$ cat src/rtl/any1_pkg.sv
// Shared types for the ANY1 memory queue: address width, access sizes and queue entry layout.
package any1_pkg;

  localparam int AWID = 32;

  typedef enum logic [1:0] {
    SZ_BYTE  = 2'd0,
    SZ_WYDE  = 2'd1,
    SZ_TETRA = 2'd2,
    SZ_OCTA  = 2'd3
  } memsz_t;

  typedef struct packed {
    logic            st;
    memsz_t          sz;
    logic [AWID-1:0] ea;
    logic [63:0]     dat;
    logic [4:0]      tag;
  } memq_ent_t;

  // An aligned access never crosses an octa, so only the low three bits matter.
  function automatic logic misaligned(memsz_t sz, logic [2:0] off);
    case (sz)
      SZ_BYTE:  return 1'b0;
      SZ_WYDE:  return off[0];
      SZ_TETRA: return |off[1:0];
      default:  return |off;
    endcase
  endfunction

endpackage

$ cat src/rtl/any1_memq_align.sv
// Byte-lane steering for one access: lane selects, store shift, load extract and sign-extend.
module any1_memq_align import any1_pkg::*; (
  input  logic [1:0]  sz,
  input  logic [2:0]  off,
  input  logic [63:0] st_dat,
  input  logic [63:0] ld_raw,
  output logic [7:0]  sel,
  output logic [63:0] st_lane,
  output logic [63:0] ld_dat,
  output logic        mis
);

  logic [63:0] sh;

  assign sh      = ld_raw >> {off, 3'b000};
  assign st_lane = st_dat << {off, 3'b000};
  assign mis     = misaligned(memsz_t'(sz), off);

  always_comb begin
    sel    = 8'h00;
    ld_dat = sh;
    case (memsz_t'(sz))
      SZ_BYTE:  begin sel = 8'h01 << off; ld_dat = {{56{sh[7]}},  sh[7:0]};  end
      SZ_WYDE:  begin sel = 8'h03 << off; ld_dat = {{48{sh[15]}}, sh[15:0]}; end
      SZ_TETRA: begin sel = 8'h0F << off; ld_dat = {{32{sh[31]}}, sh[31:0]}; end
      default:  begin sel = 8'hFF << off; ld_dat = sh;                       end
    endcase
  end

endmodule

$ cat src/rtl/any1_memq.sv
// In-order memory op queue: a circular FIFO feeding a single-outstanding bus master,
// retiring each op with a one-cycle result pulse.
module any1_memq import any1_pkg::*; #(
  parameter int AWID   = any1_pkg::AWID,
  parameter int QDEPTH = 4
) (
  input  logic                     clk,
  input  logic                     rst,
  input  logic                     enq_v,
  output logic                     enq_rdy,
  input  logic                     enq_st,
  input  logic [1:0]               enq_sz,
  input  logic [AWID-1:0]          enq_ea,
  input  logic [63:0]              enq_dat,
  input  logic [4:0]               enq_tag,
  output logic                     bus_cyc,
  output logic                     bus_we,
  output logic [7:0]               bus_sel,
  output logic [AWID-1:0]          bus_adr,
  output logic [63:0]              bus_dat_o,
  input  logic                     bus_ack,
  input  logic [63:0]              bus_dat_i,
  output logic                     res_v,
  output logic [4:0]               res_tag,
  output logic [63:0]              res_dat,
  output logic                     res_err,
  output logic [$clog2(QDEPTH):0]  count
);

  localparam int PW = $clog2(QDEPTH);
  localparam logic [PW:0] FULL = (PW+1)'(QDEPTH);
  localparam logic [1:0] IDLE = 2'd0, BUS = 2'd1, RET = 2'd2;

  memq_ent_t     q [QDEPTH];
  memq_ent_t     head;
  logic [PW-1:0] hd, tl;
  logic [1:0]    state;
  logic          idle, push, pop;

  // Head fields are only valid until the pop, so the in-flight op keeps its own copy.
  logic          cur_st;
  logic [1:0]    cur_sz;
  logic [2:0]    cur_off;
  logic [4:0]    cur_tag;

  logic [1:0]    a_sz;
  logic [2:0]    a_off;
  logic [7:0]    a_sel;
  logic [63:0]   a_stl, a_ld;
  logic          a_mis;

  assign head    = q[hd];
  assign idle    = (state == IDLE);
  assign enq_rdy = (count != FULL);
  assign push    = enq_v & enq_rdy;
  assign pop     = (idle & (count != '0) & a_mis) | ((state == BUS) & bus_ack);

  // One aligner serves both launch (head entry) and completion (in-flight op).
  assign a_sz  = idle ? 2'(head.sz) : cur_sz;
  assign a_off = idle ? head.ea[2:0] : cur_off;

  any1_memq_align u_align (
    .sz      (a_sz),
    .off     (a_off),
    .st_dat  (head.dat),
    .ld_raw  (bus_dat_i),
    .sel     (a_sel),
    .st_lane (a_stl),
    .ld_dat  (a_ld),
    .mis     (a_mis)
  );

  always_ff @(posedge clk)
    if (push) q[tl] <= '{st: enq_st, sz: memsz_t'(enq_sz), ea: enq_ea, dat: enq_dat, tag: enq_tag};

  always_ff @(posedge clk) begin
    if (rst) begin
      state     <= IDLE;
      hd        <= '0;
      tl        <= '0;
      count     <= '0;
      bus_cyc   <= 1'b0;
      bus_we    <= 1'b0;
      bus_sel   <= '0;
      bus_adr   <= '0;
      bus_dat_o <= '0;
      res_v     <= 1'b0;
      res_tag   <= '0;
      res_dat   <= '0;
      res_err   <= 1'b0;
      cur_st    <= 1'b0;
      cur_sz    <= '0;
      cur_off   <= '0;
      cur_tag   <= '0;
    end else begin
      if (push) tl <= tl + 1'b1;
      if (pop)  hd <= hd + 1'b1;
      case ({push, pop})
        2'b10:   count <= count + 1'b1;
        2'b01:   count <= count - 1'b1;
        default: ;
      endcase
      res_v <= 1'b0;
      case (state)
        IDLE: if (count != '0) begin
          cur_st  <= head.st;
          cur_sz  <= 2'(head.sz);
          cur_off <= head.ea[2:0];
          cur_tag <= head.tag;
          if (a_mis) begin
            state   <= RET;
            res_v   <= 1'b1;
            res_err <= 1'b1;
            res_dat <= '0;
            res_tag <= head.tag;
          end else begin
            state     <= BUS;
            bus_cyc   <= 1'b1;
            bus_we    <= head.st;
            bus_sel   <= a_sel;
            bus_adr   <= {head.ea[AWID-1:3], 3'b000};
            bus_dat_o <= a_stl;
          end
        end
        BUS: if (bus_ack) begin
          state   <= RET;
          bus_cyc <= 1'b0;
          res_v   <= 1'b1;
          res_err <= 1'b0;
          res_tag <= cur_tag;
          res_dat <= cur_st ? 64'd0 : a_ld;
        end
        RET:     state <= IDLE;
        default: state <= IDLE;
      endcase
    end
  end

endmodule

$ cat config.mk
export PLATFORM = sky130hd
export DESIGN_NAME = any1_memq
export DESIGN_NICKNAME = d
export VERILOG_FILES = /design/src/rtl/any1_pkg.sv /design/src/rtl/any1_memq_align.sv /design/src/rtl/any1_memq.sv
export SDC_FILE = /design/constraint.sdc
export NUM_CORES = 1
export LEC_CHECK = 0
export ABC_AREA = 0
export BUFFER_PORTS_ARGS = -buffer_cell sky130_fd_sc_hd__buf_2
export CAP_MARGIN = 25
export CORE_UTILIZATION = 30
export CTS_CLUSTER_DIAMETER = 150
export CTS_CLUSTER_SIZE = 40
export DETAILED_ROUTE_END_ITERATION = 12
export GPL_TIMING_DRIVEN = 0
export RECOVER_POWER = 100
export SLEW_MARGIN = 20
export SYNTH_ARGS = -nofsm -noshare
export SYNTH_HDL_FRONTEND = slang
export SYNTH_HIERARCHICAL = 1
export SYNTH_SLANG_ARGS = --single-unit
$ cat constraint.sdc
create_clock -name clk -period 6.1 [get_ports clk]
set_input_delay 0 -clock clk [delete_from_list [all_inputs] [get_ports clk]]
set_output_delay 0 -clock clk [all_outputs]
set_load 0.005 [all_outputs]
==> impl_metrics.toml, run 1 <==
[drt]
wire_per_inst_um = 24.6
route.antenna.remaining_nets = 0
drc = 0
dr_total_vias = 18200
first_iter_violations = 1477
wirelength_um = 88000
via_per_inst = 5.08
first_pass_iters = 6

[worst_setup_path]
worstReg2RegEnd = "count[2]$_SDFFE_PP0P_"
start_kind = "flip-flop"
rrSetupSlack_ns = 0.59
cp_data_required_time_ns = 6.65
reg2reg_depth = 19
crit_type = "reg2reg"
crit_arrival_ns = 6.06
cp-end-kind = "flip-flop"
crit_end = "count[2]$_SDFFE_PP0P_"
worstPathMaxFanout = 10

[logic_synthesis]
synthFlopType = "edfxtp_1"
synth_cell_types = 64
ys_seq_area_frac = 0.629
netlist_area_um2 = 26100
postSynthCellCount = 1905
syn_area_per_cell_um2 = 13.7
ys_seq_elements = 612
async_flop_share = 0
synth_edf_count = 416
yosys_warnings = 6

[floorplan]
fp.coreArea_um2 = 85700
rows = 107
die_area_um2 = 88200
start_util = 0.305
fp.dieW_um = 297
ios = 353
fp.dieH_um = 297

[clock_tree]
cts_tree = "yes"
htreeDepth = 1
cts_made_buffers = 20
post_cts_buffers = 0
path_clk_slew_ns = 0.15
ctsResizeCount = 0
cts_sinks = 612
worstSkewPairLatency_ns = 0.61
cts-root-buf = "clkbuf_16"
cts.path.max_buffers = 3

[timing]
finClkSkew_ns = 0.0290
fin_tns_setup_ns = 0
post-route-min-period_ns = 5.51
hold_viol_final = 0
worst_slack_ns = 0.591
slew_headroom = -0.963
setup_viol = 0
rsz0062_at_grt = "false"
period_share = 0.903
worst_pin_slew_ns = 2.94
slew_viol_final = 163
clock.fmax_ghz = 0.182

[layout]
regArea_um2 = 16400
final_cells = 3576
mostFrequentLayoutCells = "416 x edfxtp_1, 334 x nand2_1, 299 x clkbuf_1"
final_area_um2 = 30900
syn_to_final_growth_pct = 18.4
fin_nets = 2595
fillers = 8440
drive_gt1_frac = 0.167
final_common_cell = "edfxtp_1"
multiInputGateArea_um2 = 8670

[job]
cap_violations = 4

[placed_design]
io_buffers = 348
hpwl_um = 66900
postPlaceCellArea_um2 = 29500
numPlacedInstances = 3408
gp_congestion = 0.909
place_ws_ns = 0.711

[run_status]
status = "finished, violations left"
violations = "max-capacitance violations, max-slew violations"

[global_routing]
first_global_vias = 18500
grt_pass1_wl_um = 128000
grt_max_degree = 46
grt_overflow = 0
grt_usage = 0.195
antenna_found_initial = 3

[worst_hold_path]
hold_class = "in2reg"

[pwr]
p_per_area_nw_per_um2 = 497
p_leak_nw = 10.6
ir_drop_mv = 0.218
==> stage by stage <==
stage                util  total power (W)  hold WS [ns]
finish              0.361           0.0154        0.0507
global route        0.361           0.0162        0.0445
global placement    0.342           0.0135         0.211
CTS                 0.367           0.0156       0.00304
floorplan               -           0.0105        0.0989
detailed placement  0.345           0.0136         0.217
==> power by group <==
part | internal (W) | switching [W]
sequential | 0.00508 | 0.000292
clock | 0.000678 | 0.00126
combinational | 0.00285 | 0.00521
==> repair_timing <==
action | in CTS | in global routing
setup endpoints to repair | 0 | 0
hold buffers | 131 | 0
endpoints found under the hold margin | 477 | 0
==> layout make-up <==
cell class                 instances  area share
antenna                            1   0.0000810
buffer                           150      0.0249
clock buffer                      30      0.0181
clock inverter                     6     0.00283
inverter                          17     0.00206
multi-input combinational       1128       0.280
sequential                       612       0.531
tap                             1144      0.0463
timing repair buffer             488      0.0941
==> metal layers <==
layer / share of wire / vias to the layer above / GRT usage / wire, µm
li1: - / 8130 / - / -
met1: 0.45 / 9215 / 0.276 / 39500
met2: 0.46 / 716 / 0.316 / 40800
met3: 0.068 / 85 / 0.0293 / 5990
met4: 0.020 / 4 / 0.0419 / 1740
met5: 0.00016 / - / 0 / 14
==> cell usage after synthesis, types with 9 or more instances <==
library cell / number / area, µm²
inv_1: 16 / 60.1
o211ai_1: 13 / 97.6
clkbuf_1: 48 / 180
mux2_2: 40 / 450
and2_1: 14 / 87.6
a21oi_1: 169 / 846
a21o_1: 13 / 97.6
dfxtp_1: 196 / 3920
nor2_1: 77 / 289
nor2b_1: 14 / 87.6
mux2i_1: 104 / 1040
a211oi_1: 15 / 113
nand2b_1: 9 / 56.3
nand2_1: 334 / 1250
buf_2: 50 / 250
edfxtp_1: 416 / 12500
buf_4: 31 / 233
a22o_1: 64 / 561
mux4_2: 117 / 2640
o22ai_1: 24 / 150
o21ai_0: 45 / 225
==> worst min-delay path by stage <==
stage                     slack (ns)  cells past startpoint          start                  endpoint
after floorplan                  0.1                      0     enq_tag[0]         q[0][0]$_DFFE_PP_
after global routing            0.04                      4   bus_dat_i[0]   res_dat[0]$_SDFFE_PP0P_
after global placement          0.21                      1     enq_ea[21]        q[0][90]$_DFFE_PP_
after detailed placement        0.22                      1     enq_ea[26]        q[1][95]$_DFFE_PP_
final                           0.05                      6  bus_dat_i[48]  res_dat[40]$_SDFFE_PP0P_
after CTS                      0.003                      4   bus_dat_i[0]   res_dat[0]$_SDFFE_PP0P_
==> registers in the layout, indices dropped and copies added (netlist names), named ones only <==
signal     flops
hd             2
cur_off        3
bus_cyc        1
res_dat       64
cur_st         1
bus_sel        8
cur_tag        5
cur_sz         2
res_err        1
bus_adr       29
bus_we         1
res_v          1
state          2
count          3
tl             2
res_tag        5
bus_dat_o     64
q            416
==> critical path, cell delays in order, from the launching register on <==
cell and delay, ns:
dfxtp_1 0.51, buf_2 0.35, mux4_2 0.29, mux2_1 0.17, buf_4 0.20, buf_2 0.31, buf_2 0.42, clkbuf_1 0.48
a21oi_1 0.14, o21ai_0 0.43, clkbuf_1 0.21, a32oi_1 0.28, buf_6 0.25, inv_1 0.14, ha_1 0.22, inv_1 0.06
fa_1 0.38, xor2_1 0.16, or3_1 0.31, a21oi_1 0.15
==> logic make-up (layout without fill, tap and decap cells) <==
logic type	count (synthesis)	count (layout)	synth area share
simple gates	477	477	0.0770
buf+inv	167	691	0.0379
xor+xnor	4	4	0.00134
flops	612	612	0.629
compound gates	376	376	0.0928
mux	262	262	0.159
fa+ha+maj	6	6	0.00316
other cells	1	4	0.000144
Note: power is estimated with default switching activity, not from simulation.
==> run 2, diff against run 1 <==
Settings changed: ABC_AREA 0 to 1.
==> run 2 against run 1 <==
Worst setup slack improved by 0.21 ns; core utilization decreased by 0.41 points; synthesized cell count increased by 61%; cell count increased by 33%; clock-buffer cell count increased by 2; wire length increased by 15%; the flow finishes with violations (negative hold slack, max-capacitance violations, max-slew violations); sequential cell count unchanged; critical path type unchanged; critical path depth decreased by 12; register-to-register slack improved by 0.21 ns; global-route usage increased by 1.5 points; sequential power decreased by 3%; power increased by 4.6%.
==> impl_metrics.toml, run 2 <==
[timing]
hold_viol_final = 2
setup_viol = 0
clock.fmax_ghz = 0.189
post-route-min-period_ns = 5.30
slew_viol_final = 44
period_share = 0.868
slew_headroom = -0.268
hold_slack_ns = -0.0911
worst_pin_slew_ns = 1.89
finClkSkew_ns = 0.0386
rsz0062_at_grt = "false"

[global_routing]
grt_usage = 0.210
grt_overflow = 0
grt_max_degree = 42
first_global_vias = 22300
antenna_found_initial = 25
grt_pass1_wl_um = 146000

[placed_design]
numPlacedInstances = 4617
gp_congestion = 1.01
hpwl_um = 78000
io_buffers = 349

[logic_synthesis]
synth_top_cell_by_area = "edfxtp_1"
ys_seq_area_frac = 0.601
ys_top_cells_by_area = "edfxtp_1 46%, dfxtp_1 14%, nand2_1 9.5%, nor2_1 8.5%, o21ai_0 6.7%"
synthFlopType = "edfxtp_1"
yosys_warnings = 6
ys_seq_elements = 612
syn_area_per_cell_um2 = 8.90
synth_edf_count = 416
async_flop_share = 0
synth.most_common_cell = "nand2_1"
netlist_area_um2 = 27300
synth_top_cell_area_share = 0.457
synth_cell_types = 35
postSynthCellCount = 3070
synth_common_cells = "691 x nand2_1, 619 x nor2_1, 416 x edfxtp_1, 364 x o21ai_0, 196 x dfxtp_1"

[worst_setup_path]
crit_arrival_ns = 5.53
max_stage_delay_ns = 1.17
path_buf_inv = 3
worstPathMaxFanout = 23
crit_slowest_cell = "clkbuf_1"
cp_common_cell = "clkbuf_1"
crit_type = "reg2reg"
path_cells = "nor2_1, nand2_1, nand2_1, nor2_1, clkbuf_1, clkbuf_1, clkbuf_1"
cp_data_required_time_ns = 6.34
start_kind = "flip-flop"
cp_top_family = "buffers and inverters"
cp-end-kind = "flip-flop"

[drt]
wirelength_um = 101000
wire_per_inst_um = 21.2
via_per_inst = 4.97
first_pass_iters = 6
dr_total_vias = 23700
route.antenna.remaining_nets = 0
drc = 0
first_iter_violations = 2472

[floorplan]
fp.coreArea_um2 = 90100
start_util = 0.303
die_area_um2 = 92300
ios = 353
fp.dieH_um = 304
fp.dieW_um = 304
rows = 110

[clock_tree]
cts-root-buf = "clkbuf_16"
ctsResizeCount = 0
htreeDepth = 1
cts_sinks = 612
cts_tree = "yes"
path_clk_slew_ns = 0.15
cts.path.max_buffers = 3
worstSkewPairLatency_ns = 0.62
post_cts_buffers = 0
cts_made_buffers = 19
holdBufCountCts = 111

[layout]
final_cells = 4770
multiInputGateArea_um2 = 9340
max_flop_register = "q"
drive_gt1_frac = 0.0761
syn_to_final_growth_pct = 17.6
regArea_um2 = 16400
fin_nets = 3751
largest_reg_flops = 416
fillers = 9341
final_common_cell = "nand2_1"
fin_util = 0.357
mostFrequentLayoutCells = "691 x nand2_1, 620 x nor2_1, 416 x edfxtp_1"
reg_top3 = "q x416, bus_dat_o x64, res_dat x64"

[job]
cap_violations = 2

[pwr]
ir_drop_mv = 0.251
p_int_w = 0.00816
power_w = 0.0161
clkPwrFrac = 0.116
p_per_area_nw_per_um2 = 500
p_leak_nw = 12.6
p_seq_frac = 0.323
comb_power_share = 0.561
swShare = 0.492
switchingPower_w = 0.00791

[run_status]
status = "finished, violations left"
violations = "negative hold slack, max-capacitance violations, max-slew violations"

[worst_hold_path]
hold_class = "in2reg"
==> run 2: changes by cell type in the layout (fill, tap and decap cells not counted), sizes merged, moves of 32 or more <==
cell,delta
clkbuf,+51
inv,+103
nand2,+364
mux2,-41
mux4,-117
mux2i,-83
nand3,+194
a22o,-64
o22ai,+49
a21oi,-140
nand4,+32
buf,+37
o21ai,+349
nor2,+544
==> run 2: cells by family after synthesis <==
kind of cell,synth area share
AOI/OAI and AO/OA,0.102
muxes,0.00769
other,0.000137
buffers and inverters,0.0579
xor gates and xnor gates,0.000320
DFF,0.601
adders and majority gates,0.00302
and+or+nand+nor,0.228
==> run 2: worst register-to-register path: stages, from the launching register on <==
cell	delay, ns
dfxtp_1	0.43
nor2_1	0.13
nand2_1	0.13
nand2_1	0.21
nor2_1	0.57
clkbuf_1	1.14
clkbuf_1	1.13
clkbuf_1	1.19
==> run 2: worst paths after layout <==
check / startpoint / endpoint / slack [ns] / cells past startpoint
hold / removal: enq_v / tl[0]$_SDFFE_PP0P_ / -0.09 / 3
setup reg to reg: count[0]$_SDFFE_PP0P_ / q[1][39]$_DFFE_PP_ / 0.80 / 7
setup / recovery: count[0]$_SDFFE_PP0P_ / q[1][39]$_DFFE_PP_ / 0.80 / 7
hold reg to reg: res_dat[31]$_SDFFE_PP0P_ / res_dat[31]$_SDFFE_PP0P_ / 0.48 / 2
==> run 2: power by group through the flow <==
stage / Sequential (W) / Clock, W / Combinational, W
after floorplan: 0.00529 / 0 / 0.00552
after global placement: 0.00535 / 0 / 0.00881
after detailed placement: 0.00528 / 0 / 0.00888
after CTS: 0.00519 / 0.00189 / 0.00898
after global routing: 0.00525 / 0.00202 / 0.00980
final: 0.00520 / 0.00186 / 0.00901
==> run 2: layer usage <==
layer / vias up / track usage / share of wire
li1: 11300 / - / -
met1: 11300 / 0.277 / 0.43
met2: 916 / 0.352 / 0.47
met3: 173 / 0.0423 / 0.078
met4: 24 / 0.0502 / 0.027
met5: - / 0 / 0.0016
==> run 2: final cells by class <==
type,instances,area share
sequential,612,0.511
multi-input combinational,2114,0.291
timing repair buffer,480,0.0866
tap,1176,0.0458
buffer,224,0.0337
clock buffer,32,0.0166
inverter,122,0.0142
clock inverter,2,0.00121
antenna,8,0.000623
==> run 2: through the flow <==
stage / hold slack, ns / area (µm²) / TNS [ns] / setup slack [ns]
after CTS: 0.00163 / 32700 / 0 / 1.32
after floorplan: 0.0724 / 27300 / 0 / 0.494
after global routing: -0.0680 / 32100 / 0 / 0.470
after detailed placement: 0.216 / 31100 / 0 / 1.35
final: -0.0911 / 32100 / 0 / 0.805
after global placement: 0.215 / 30600 / -1389.34 / -3.58
